<file path="src/rtl/uart_ctrl_pkg.sv">
// uart_ctrl_pkg: register offsets, STATUS/CTRL bit positions and TX sequencer state codes
package uart_ctrl_pkg;
  localparam logic [1:0] ADDR_DATA = 2'd0;
  localparam logic [1:0] ADDR_STATUS = 2'd1;
  localparam logic [1:0] ADDR_CTRL = 2'd2;
  localparam int ST_RX_EMPTY = 0;
  localparam int ST_RX_FULL = 1;
  localparam int ST_TX_EMPTY = 2;
  localparam int ST_TX_FULL = 3;
  localparam int ST_TX_ACTIVE = 4;
  localparam int ST_RX_OVERRUN = 5;
  localparam int CTRL_RX_IE = 0;
  localparam int CTRL_TX_IE = 1;
  localparam logic [1:0] S_IDLE = 2'd0;
  localparam logic [1:0] S_LOAD = 2'd1;
  localparam logic [1:0] S_WAIT = 2'd2;
endpackage

</file>
<file path="src/rtl/uart_fifo.sv">
// uart_fifo: DEPTH-entry synchronous FIFO, head on dout, simultaneous push/pop allowed when full
module uart_fifo #(
  parameter int WIDTH = 8,
  parameter int DEPTH = 8
) (
  input  logic                     clk,
  input  logic                     rst,
  input  logic                     push,
  input  logic                     pop,
  input  logic [WIDTH-1:0]         din,
  output logic [WIDTH-1:0]         dout,
  output logic                     empty,
  output logic                     full,
  output logic [$clog2(DEPTH):0]   count
);
  localparam int AW = $clog2(DEPTH);
  logic [WIDTH-1:0] mem [DEPTH];
  logic [AW-1:0] wp, rp;
  logic do_push, do_pop;
  assign empty = count == '0;
  assign full = count == (AW+1)'(DEPTH);
  assign do_pop = pop & ~empty;
  assign do_push = push & (~full | do_pop);
  assign dout = mem[rp];
  always_ff @(posedge clk) begin
    if (rst) begin
      wp <= '0;
      rp <= '0;
      count <= '0;
    end else begin
      wp <= do_push ? wp + AW'(1) : wp;
      rp <= do_pop ? rp + AW'(1) : rp;
      count <= count + {{AW{1'b0}}, do_push} - {{AW{1'b0}}, do_pop};
    end
  end
  always_ff @(posedge clk)
    if (do_push) mem[wp] <= din;
endmodule

</file>
<file path="src/rtl/uart_ctrl.sv">
// uart_ctrl: CPU-bus UART register block with TX/RX FIFOs, TX sequencer and level interrupt
module uart_ctrl
  import uart_ctrl_pkg::*;
#(
  parameter int FIFO_DEPTH = 8
) (
  input  logic        clk,
  input  logic        rst,
  input  logic        sel,
  input  logic        we,
  input  logic [1:0]  addr,
  input  logic [31:0] wdata,
  output logic [31:0] rdata,
  output logic        ready,
  output logic [7:0]  tx_data,
  output logic        tx_start,
  input  logic        tx_done,
  input  logic [7:0]  rx_data,
  input  logic        rx_rcv,
  output logic        irq
);
  localparam int CW = $clog2(FIFO_DEPTH) + 1;
  logic [1:0] state;
  logic rx_empty, rx_full, tx_empty, tx_full, rx_overrun, rx_ie, tx_ie, tx_active;
  logic data_wr, data_rd, stat_wr, ctrl_wr, tx_pop;
  logic [7:0] rx_dout, tx_dout;
  logic [CW-1:0] rx_count, tx_count;
  logic [31:0] status, ctrl;
  logic unused;
  assign data_wr = ready & we & (addr == ADDR_DATA);
  assign data_rd = ready & ~we & (addr == ADDR_DATA);
  assign stat_wr = ready & we & (addr == ADDR_STATUS);
  assign ctrl_wr = ready & we & (addr == ADDR_CTRL);
  assign tx_pop = state == S_LOAD;
  assign tx_start = state == S_LOAD;
  assign tx_active = state != S_IDLE;
  assign irq = (rx_ie & ~rx_empty) | (tx_ie & tx_empty);
  assign unused = ^{wdata[31:8], rx_count, tx_count};
  uart_fifo #(.WIDTH(8), .DEPTH(FIFO_DEPTH)) u_tx_fifo (
    .clk(clk), .rst(rst), .push(data_wr), .pop(tx_pop), .din(wdata[7:0]),
    .dout(tx_dout), .empty(tx_empty), .full(tx_full), .count(tx_count)
  );
  uart_fifo #(.WIDTH(8), .DEPTH(FIFO_DEPTH)) u_rx_fifo (
    .clk(clk), .rst(rst), .push(rx_rcv), .pop(data_rd), .din(rx_data),
    .dout(rx_dout), .empty(rx_empty), .full(rx_full), .count(rx_count)
  );
  always_comb begin
    status = '0;
    status[ST_RX_EMPTY] = rx_empty;
    status[ST_RX_FULL] = rx_full;
    status[ST_TX_EMPTY] = tx_empty;
    status[ST_TX_FULL] = tx_full;
    status[ST_TX_ACTIVE] = tx_active;
    status[ST_RX_OVERRUN] = rx_overrun;
    ctrl = '0;
    ctrl[CTRL_RX_IE] = rx_ie;
    ctrl[CTRL_TX_IE] = tx_ie;
    rdata = (~ready | we) ? '0 :
            addr == ADDR_DATA ? {24'b0, rx_empty ? 8'h00 : rx_dout} :
            addr == ADDR_STATUS ? status :
            addr == ADDR_CTRL ? ctrl : '0;
  end
  always_ff @(posedge clk) begin
    if (rst) begin
      ready <= 1'b0;
      state <= S_IDLE;
      tx_data <= '0;
      rx_overrun <= 1'b0;
      rx_ie <= 1'b0;
      tx_ie <= 1'b0;
    end else begin
      ready <= sel & ~ready;
      state <= state == S_IDLE ? (tx_empty ? S_IDLE : S_LOAD) :
               state == S_LOAD ? S_WAIT : (tx_done ? S_IDLE : S_WAIT);
      if (state == S_IDLE && !tx_empty) tx_data <= tx_dout;
      rx_overrun <= (rx_overrun & ~(stat_wr & wdata[ST_RX_OVERRUN])) | (rx_rcv & rx_full & ~data_rd);
      if (ctrl_wr) begin
        rx_ie <= wdata[CTRL_RX_IE];
        tx_ie <= wdata[CTRL_TX_IE];
      end
    end
  end
endmodule
</file>
<file path="config.mk">
export PLATFORM = sky130hd
export DESIGN_NAME = uart_ctrl
export DESIGN_NICKNAME = d
export VERILOG_FILES = /design/src/rtl/uart_ctrl_pkg.sv /design/src/rtl/uart_fifo.sv /design/src/rtl/uart_ctrl.sv
export SDC_FILE = /design/constraint.sdc
export NUM_CORES = 1
export LEC_CHECK = 0
export BUFFER_PORTS_ARGS = -buffer_cell sky130_fd_sc_hd__buf_2
export CELL_PAD_IN_SITES_DETAIL_PLACEMENT = 1
export CELL_PAD_IN_SITES_GLOBAL_PLACEMENT = 1
export CORE_AREA = 8 8 127 246
export DETAILED_ROUTE_END_ITERATION = 12
export DIE_AREA = 0 0 135 254
export GPL_ROUTABILITY_DRIVEN = 1
export GPL_TIMING_DRIVEN = 1
export HOLD_SLACK_MARGIN = 0.03
export MAX_ROUTING_LAYER = met4
export PLACE_DENSITY_LB_ADDON = 0.15
export RECOVER_POWER = 100
export SLEW_MARGIN = 20
export SYNTH_ARGS = -nofsm -noshare
export SYNTH_HDL_FRONTEND = slang
export SYNTH_SLANG_ARGS = --single-unit
</file>
<file path="constraint.sdc">
create_clock -name clk -period 2.5 [get_ports clk]
set_input_delay 0.125 -clock clk [delete_from_list [all_inputs] [get_ports clk]]
set_output_delay 0.125 -clock clk [all_outputs]
set_load 0.02 [all_outputs]
</file>
* Word-level counts from Yosys, hierarchy flattened
Memories as Yosys holds them, arrays and structs flattened. A register that Yosys moved wholly into a read port is not among the register bits.
Cells that the tools add are included.
** Word-level totals
- Bits in registers :: 26
- Latch bits :: 0
- Bits in writable memories :: 128
- ROM bits :: 0
- Bits of input ports :: 48
- Output and inout bits :: 43
- Logic and storage cells :: 78
- Memories :: 2
** Memory list
- u_rx_fifo.mem :: words 8, width 8, read ports 1, clocked after Yosys merged registers in 1, write ports 1, RTL line uart_fifo.sv:17 : logic [WIDTH-1:0] mem [DEPTH];
- u_tx_fifo.mem :: words 8, width 8, read ports 1, clocked after Yosys merged registers in 1, write ports 1, RTL line uart_fifo.sv:17
** Cells by class
- $add $sub $neg :: 8
- Multiply operators :: 0
- Div/mod/pow operators :: 0
- Order comparisons :: 0
- Equal/unequal tests :: 5
- Shift operators :: 0
- Multiplexer cells :: 15
- Bitwise logic cells :: 30
- Reduce and logical (&&, ||, !) cells :: 7
** Operators by type and width (number)
- $mux W8 :: 3
- $and A1 B1 Y1 :: 17
- $add A3 B1 Y3 const B :: 4
- $add A4 B1 Y4 :: 2
- $eq A4 B4 Y1 const B :: 2
- $logic_not A4 Y1 :: 2
- $mux W2 :: 4
- $not A1 Y1 :: 8
- $sub A4 B1 Y4 :: 2
- $mux W3 :: 2
- $mux W6 :: 1
- $mux W1 :: 5
- $or A1 B1 Y1 :: 5
- $eq A2 B1 Y1 const B :: 2
- $logic_not A2 Y1 :: 2
- $eq A2 B2 Y1 const B :: 1
- $reduce_bool A2 Y1 :: 1
- $logic_and A1 B1 Y1 :: 1
- $logic_not A1 Y1 :: 1

* Longest topological paths before layout
Gate-level depths: netlist of run 1.
- Word-level depth :: 8
- Gate-level depth with buffers :: 12
- Gate-level depth less buffers :: 11

* Modules after synthesis
From an unflattened synthesis of run 1, not the netlist that was laid out.
** Second synthesis, totals
- Cell total of the unflattened synthesis :: 478
- Area, all modules :: 7223.2 µm²
** By module, submodules not included
- uart_fifo :: instances 2, cells an instance 183, area each 3181.8 µm², sequential area each 2182.1 µm²
- uart_ctrl :: instances 1, cells an instance 112, area each 859.6 µm², sequential area each 280.3 µm²

* Worst setup path after synthesis of run 1
No wires, ideal clock.
- Path type :: reg2reg
- Start :: register ready
- End :: memory u_rx_fifo.mem[0][0] (enable)
- Library setup time :: 395 ps
- Data arrival time :: 2142 ps
- Data required time :: 2105 ps
- Path slack :: -37 ps
- Cell stages (with the launch flop) :: 5
- Buffers on the path :: 0
- Period minus slack after synthesis :: 2537 ps
- Cells stage by stage :: dfxtp_1 > or4b_4 > o21ai_2 > nand2_2 > nor4_1
** On the way
- Longest elaborated chain between the ends :: 7
** RTL lines
- from (decl) :: RTL line uart_ctrl.sv:14 : output logic ready,
- from (signal assigned) :: RTL line uart_ctrl.sv:72 : ready <= sel & ~ready;
- $and A1 B1 Y1 (2 in series) :: RTL line uart_ctrl.sv:31 : assign data_rd = ready & ~we & (addr == ADDR_DATA);
- $and A1 B1 Y1 :: RTL line uart_fifo.sv:22 : assign do_pop = pop & ~empty;
- $or A1 B1 Y1 :: RTL line uart_fifo.sv:23 : assign do_push = push & (~full | do_pop);
- $and A1 B1 Y1 :: RTL line uart_fifo.sv:23
- $mux W1 :: RTL line uart_fifo.sv:37 : if (do_push) mem[wp] <= din;
- $mux W1 (implied by the code) :: RTL line uart_fifo.sv:37
- to (decl) :: RTL line uart_fifo.sv:17
No other way between the ends.

* Worst setup path in the final report of run 1
- Start :: register ready
- End :: memory u_rx_fifo.mem[7][2] (enable)
The elaborated chain is that of the path after synthesis.

==> results of run 1 <==
[logic make-up (layout without fill, tap and decap cells)]
logic type               Yosys count  count (layout)  share of synthesized area (%)
multiplexers                      54              54                           13.6
XOR/XNOR                           8               8                           1.02
adder cells (fa/ha/maj)           17              17                           3.32
buffers and inverters             57             142                           4.63
other                              1              24                         0.0546
AO/OA/AOI/OAI                     43              43                           3.86
AND/OR/NAND/NOR                   91              91                           6.78
flip-flops                       165             165                           66.7
[worst paths after layout]
path | start | to | slack (ns)
max | ready$_SDFF_PP0_ | u_rx_fifo.mem[7][2]$_DFFE_PP_ | 0.09
min | rx_rcv | rx_overrun$_SDFF_PP0_ | 0.07
max reg2reg | ready$_SDFF_PP0_ | u_rx_fifo.mem[7][2]$_DFFE_PP_ | 0.09
min reg2reg | u_rx_fifo.rp[1]$_SDFFE_PP0P_ | u_rx_fifo.rp[1]$_SDFFE_PP0P_ | 0.49
[sequential cells by signal, summed over array words and instances, names as in the netlist, named ones only]
signal	flops
u_rx_fifo.mem	64
u_tx_fifo.wp	3
u_rx_fifo.rp	3
u_tx_fifo.rp	3
ready	1
u_tx_fifo.count	4
u_rx_fifo.wp	3
tx_ie	1
u_rx_fifo.count	4
tx_data	8
state	2
u_tx_fifo.mem	64
rx_ie	1
rx_overrun	1
[per-stage QoR]
step                      cells  total power [W]  hold WS, ns
after CTS                   900          0.00711       0.0431
after global routing        900          0.00729       0.0712
final                       900          0.00692       0.0686
after floorplan             459          0.00408        0.224
after detailed placement    851          0.00454        0.352
after global placement      851          0.00450        0.350
[layout make-up]
cell class	count	area, sq um
clock buffers	18	429
clock inverters	14	128
fillers	3002	19800
inverters	17	65.1
multi-input cells	237	2080
flip-flops and latches	165	4590
well taps	356	445
repair buffers	93	547
[tightest hold or removal path, stage by stage]
cell	delay (ns)
buf_2	0.15
a31oi_1	0.09
nor2_1	0.08
[timing repair]
action / CTS / global route
endpoints found under the hold margin: 122 / 0
pin swaps: 0 / 1
hold buffers: 17 / 0
gates resized for setup: 3 / 8
setup endpoints to repair: 30 / 39
[power by group]
group | leakage, nW | switching, W | total [W] | internal [W]
combinational | 1.04 | 0.000721 | 0.00119 | 0.000471
sequential | 1.46 | 0.0000934 | 0.00324 | 0.00314
clock | 0.271 | 0.00111 | 0.00249 | 0.00138
[synthesized netlist by cell type (all sizes together) (2+ instances only)]
master and instances:
edfxtp 128, dfxtp 37, buf 35, mux4 31
nor2 29, mux2i 21, inv 16, ha 15
nand2 15, a21oi 14, o21ai 11, nor3 9
nand3 8, nor2b 8, clkbuf 5, xor2 5
nor3b 4, o22ai 4, a21o 3, and3 3
nand2b 3, or3b 3, xnor2 3, a22o 2
a31oi 2, fa 2, mux2 2, nor4 2
[layer usage]
layer | global-route usage [%] | vias up | share of wire [%]
met2 | 20.3 | 62 | 58
li1 | - | 1799 | -
met4 | 4.02 | 0 | 1.7
met1 | 10.1 | 1960 | 37
met5 | - | - | 0
met3 | 2.36 | 15 | 2.8
==> results.md, run 1 <==
* RSZ-0062 raised after global routing: yes
* Starting Density at 24.5%
* Reg2reg path depth at 4
* Layout area overhead at 20.6%
* CP top delay family: simple AND/OR/NAND/NOR gates
* Most common cell after layout, fill and taps aside: edfxtp_1
* Pwr Density at 836 mW/mm^2
* Final setup violation count at 0
* Area leader, netlist: edfxtp_1
* Clk_lat worst skew at 0.43 ns
* Placeable Area at 0.0281 sq mm
* N_diodes at 0
* Final period utilization at 96.2%
* Die H at 254 um
* Fmax at 416 MHz
* Max Cap Viol at 0
* Synth cell types at 50
* Post-placement setup slack at -0.0276 ns
* Via count at 3836
* Clk sinks at 165
* Syn Area/Cell at 15.8 sq um
* Dpl hpwl at 12200 um
* Crit path kind: reg -> reg
* First-pass GRT wire length at 25800 um
* CP Capture Type: register
* Clock transition at path regs at 0.06 ns
* Leak at 2.77 nW
* CTS buffer count at 17
* Worst slew pin tran at 1.06 ns
* Setup TNS at 0 ns
* Clk_skew at 0.00845 ns
* Worst VDD drop at 0.000652 V
* Fin crit period at 2.41 ns
* Syn. warnings at 0
* Max-slew headroom at 29.3%
* DRT iter0 DRCs at 126
* Number of global-route vias before repair at 4389
* Final instance area at 0.00828 sq mm
* Top cell type's share of synthesized area at 56.0%
* CTS H-tree lvls at 4
* Crit start category: register
* Final wirelength at 16700 um
* Die Width at 135 um
* Largest net degree at the start of global routing at 31
* Setup ws final at 0.0943 ns
* WHS Path Cells at 3
* Max stage delay cell, worst path: nor2_1
* Critical Path RT at 2.54 ns
* Cells along the critical path: or4b_4, o21ai_2, nand3_1, nor2_1
* Final #Nets at 596
* Slew Limit Fails at 0
* Arr. time, crit path at 2.45 ns
* Total grt overflow at 0
* Crit path max fanout at 8
* CTS tree: built
* Worst Hold Class: in -> reg
* Sequential area share after synthesis at 66.7%
* Die area at 0.0343 sq mm
* Dpl cell area at 0.00763 sq mm
* Post-synth ARST share at 0%
* CP Buf/Inv Count at 0
* Initial antenna violation count at 0
* Total setup buffers inserted after CTS at 0
* Root buf cell: clkbuf_16
* Per-cell routed wire length at 18.5 um
* Mapped Area at 0.00687 sq mm
* Top_reg_cell synth: edfxtp_1
* Status: finished clean
* Tot GR Track Use at 10.7%
* Row count at 87
* Critical path depth at 4
* Vias per cell at 4.26
* Clock buffer depth at 2
* Synth Instances at 436
* Commonest cells after routing, fill and taps aside: 128 x edfxtp_1, 38 x clkbuf_1, 36 x dfxtp_1
* Hold Vio Cnt, Final at 0
* Number of synthesized flops with an enable pin at 128
* Finished Core Util at 29.5%
* Router iterations before antenna repair at 4
* Routability-driven placement congestion ratio at 0.742
* Max stage delay on crit path at 0.85 ns
* Flops & latches, synth at 165
* Fraction of layout cells with a size suffix above 1 at 21.7%
* Synth top area cells: edfxtp_1 56%, dfxtp_1 11%, mux4_2 10%
* Final antenna-violating net count at 0
* Port bufs at 42
* I/O pin count at 91
* DRC at 0
Note: power is estimated with default switching activity, not from simulation.
==> run 2: changes to the inputs <==
--- a/config.mk
+++ b/config.mk
@@ -5,12 +5,13 @@
 export SDC_FILE = /design/constraint.sdc
 export NUM_CORES = 1
 export LEC_CHECK = 0
+export ABC_AREA = 1
 export BUFFER_PORTS_ARGS = -buffer_cell sky130_fd_sc_hd__buf_2
 export CELL_PAD_IN_SITES_DETAIL_PLACEMENT = 1
 export CELL_PAD_IN_SITES_GLOBAL_PLACEMENT = 1
-export CORE_AREA = 8 8 127 246
+export CORE_AREA = 8 8 106 204
 export DETAILED_ROUTE_END_ITERATION = 12
-export DIE_AREA = 0 0 135 254
+export DIE_AREA = 0 0 114 212
 export GPL_ROUTABILITY_DRIVEN = 1
 export GPL_TIMING_DRIVEN = 1
 export HOLD_SLACK_MARGIN = 0.03
==> run 2 against run 1 <==
- non-clock buffer count decreased by 6
- die area fell by 30%
- global-route usage increased by 5.8 points
- first-iteration DRC count up 68%
- synthesized cell count rose by 77%
- critical path type unchanged
==> results.md, run 2 <==
* Worst slew pin tran at 0.796 ns (-0.260 ns)
* GRT met1 Usage at 19.9% (+9.8 points)
* N_diodes at 0 (unchanged)
* Max stage delay on crit path at 0.31 ns (-0.54 ns)
* GR Util met3 at 2.90% (+0.55 points)
* Fill cell count at 2261 (-25%)
* Placed Cells at 1072 (+26%)
* RSZ-0062 raised after global routing: no
* Die H at 212 um (-17%)
* Layout Cells excl Fill at 1123 (+25%)
* Post-synth ARST share at 0% (unchanged)
* Layout area overhead at 16.2%
* DRT iter0 DRCs at 212 (+68%)
* Slew Limit Fails at 0 (unchanged)
* Synth cell types at 31 (-38%)
* CTS buffer count at 17 (unchanged)
* Regs by FF count: u_rx_fifo.mem x64, u_tx_fifo.mem x64, tx_data x8
* Crit path kind: reg -> reg
* Largest net degree at the start of global routing at 35 (+13%)
* Critical Path RT at 2.63 ns (+0.09 ns)
* Crit start category: register
* Most Used Layer, Global Route: met2
* CTS H-tree lvls at 4 (unchanged)
* Count leader, synth: nand2_1
* Clk_skew at 0.0101 ns (+0.00162 ns)
* Setup TNS at 0 ns (unchanged)
* Vias per cell at 4.68 (+9.9%)
* Fmax at 434 MHz (+4.4%)
* Fin crit period at 2.31 ns (-0.101 ns)
* Via count at 5261 (+37%)
* M2 GR Usage at 26.6% (+6.3 points)
* Number of global-route vias before repair at 5543 (+26%)
* Dpl cell area at 0.00795 sq mm (+4.2%)
* Pwr Density at 850 mW/mm^2 (+1.7%)
* Worst VDD drop at 0.000480 V (-26%)
* Final instance area at 0.00864 sq mm (+4.3%)
* Synth Instances at 771 (+77%)
* Most frequent cells after synthesis: 182 x nand2_1, 128 x edfxtp_1, 122 x inv_1
* Final wirelength at 18200 um (+9.0%)
* Dpl hpwl at 12100 um (-1.3%)
* CP Capture Type: register
* Tot GR Track Use at 16.5% (+5.8 points)
* Die Width at 114 um (-16%)
* Syn Area/Cell at 9.64 sq um (-39%)
* First-pass GRT wire length at 29300 um (+13%)
* Worst Hold Class: in -> reg
* Starting Density at 38.9% (+14 points)
* Max Cap Viol at 0 (unchanged)
* Commonest cells after routing, fill and taps aside: 185 x nand2_1, 128 x edfxtp_1, 123 x inv_1
* Clock buffer depth at 2 (unchanged)
* I/O pin count at 91 (unchanged)
* Flops & latches, synth at 165 (unchanged)
* Top cell type's share of synthesized area at 51.7% (-4.3 points)
* Router iterations before antenna repair at 4 (unchanged)
* Fraction of layout cells with a size suffix above 1 at 8.56% (-13 points)
* Number of synthesized flops with an enable pin at 128 (unchanged)
* Syn. warnings at 0 (unchanged)
* Total grt overflow at 0 (unchanged)
* Routability-driven placement congestion ratio at 0.752 (+1.3%)
* Design Power at 0.00735 W (+6.1%)
* Top_reg_cell synth: edfxtp_1
* Synth top area cells: edfxtp_1 52%, dfxtp_1 10%, nand2_1 9.2%
* Sequential area share after synthesis at 61.7% (-5.1 points)
* Hold Vio Cnt, Final at 0 (unchanged)
* Final setup violation count at 0 (unchanged)
* Total setup buffers inserted after CTS at 0 (unchanged)
* Area leader, netlist: edfxtp_1
* CP Buf/Inv Count at 3 (+3)
* Final antenna-violating net count at 0 (unchanged)
* Cells along the critical path: inv_1, ha_1, nand3_1, nand2_1, nand2_1, nand2_1, inv_2, nand2_2, nor2_1, clkbuf_4
* Per-cell routed wire length at 16.2 um (-13%)
* Row count at 72 (-17%)
* Clk sinks at 165 (unchanged)
* Status: finished clean
* Arr. time, crit path at 2.43 ns (-0.02 ns)
* Clk_lat worst skew at 0.43 ns (about the same)
* Root buf cell: clkbuf_16
* Initial antenna violation count at 0 (unchanged)
* Mapped Area at 0.00743 sq mm (+8.2%)
* DRC at 0 (unchanged)
* Worst path most repeated cell: nand2_1
* Placeable Area at 0.0191 sq mm (-32%)
* Final #Nets at 916 (+54%)
* CTS tree: built
* Port bufs at 42 (unchanged)
* Max stage delay cell, worst path: dfxtp_1
* Crit path max fanout at 8 (unchanged)
* Final period utilization at 92.2% (-4.0 points)
* Clock transition at path regs at 0.07 ns (about the same)
* Max-slew headroom at 46.7% (+17 points)
* Most common cell after layout, fill and taps aside: nand2_1
* CP top delay family: simple AND/OR/NAND/NOR gates
* Leak at 3.63 nW (+31%)
* Die area at 0.0242 sq mm (-30%)
run 2: cell types whose count changed after synthesis, moves of 8 or more:
cell / before / now
buf_2: 7 / 17
a21oi_1: 14 / 29
nand3_1: 8 / 90
nand2_1: 14 / 182
inv_1: 16 / 122
nor2_1: 29 / 55
mux4_2: 31 / 0
mux2i_1: 21 / 0
nor2b_1: 8 / 0
o21ai_0: 10 / 23
run 2: repair_timing:
action / in CTS / in global routing
gates resized for setup: 0 / 1
hold buffers: 19 / 0
endpoints found under the hold margin: 127 / 0
setup endpoints to repair: 0 / 1
run 2: worst register-to-register path, delay by kind of cell, from the launching register on:
kind,cells,cell delay (ns)
adder cells (fa/ha/maj),1,0.20
buffers and inverters,3,0.53
flip-flops,1,0.31
AND/OR/NAND/NOR,6,0.97
run 2: final timing paths:
check | startpoint | end | slack (ns) | cells past startpoint
max | u_tx_fifo.count[2]$_SDFF_PP0_ | u_tx_fifo.mem[0][2]$_DFFE_PP_ | 0.19 | 10
min reg2reg | state[1]$_SDFF_PP0_ | state[1]$_SDFF_PP0_ | 0.45 | 1
max reg2reg | u_tx_fifo.count[2]$_SDFF_PP0_ | u_tx_fifo.mem[0][2]$_DFFE_PP_ | 0.19 | 10
min | addr[1] | tx_ie$_SDFFE_PP0P_ | 0.10 | 3
run 2: cell families after synthesis:
kind of cell | after synthesis | share of synthesized area [%]
buffers and inverters | 178 | 10.6
other | 1 | 0.0504
flip-flops | 165 | 61.7
adder cells (fa/ha/maj) | 17 | 3.06
XOR/XNOR | 4 | 0.471
AO/OA/AOI/OAI | 60 | 4.29
AND/OR/NAND/NOR | 346 | 19.9
run 2: stage by stage:
stage | setup WS (ns) | hold WS, ns | util (%)
6_report | 0.195 | 0.101 | 45.2
5_1_grt | 0.0172 | 0.135 | 45.2
4_1_cts | 0.165 | 0.0842 | 45.8
3_5_place_dp | 0.236 | 0.310 | 41.6
3_3_place_gp | 0.300 | 0.305 | 41.6
2_1_floorplan | 0.433 | 0.217 | -
run 2: power breakdown:
group / switching (W) / internal [W] / total [W] / leakage (nW)
Sequential: 0.0000969 / 0.00315 / 0.00325 / 1.46
Clock: 0.00106 / 0.00158 / 0.00265 / 0.303
Combinational: 0.00102 / 0.000431 / 0.00145 / 1.87
run 2: layout make-up:
class	count	area, sq um	area share, %
Sequential cell	165	4580	53.1
Multi-Input combinational cell	451	2140	24.8
Timing Repair Buffer	87	507	5.86
Inverter	129	484	5.60
Clock buffer	21	482	5.57
Tap cell	259	324	3.75
Clock inverter	11	119	1.38
run 2: per-layer routing:
metal	routed length, um	vias up
li1	-	2603
met2	8910	106
met3	751	22
met4	369	0
met5	0	-
met1	8120	2530
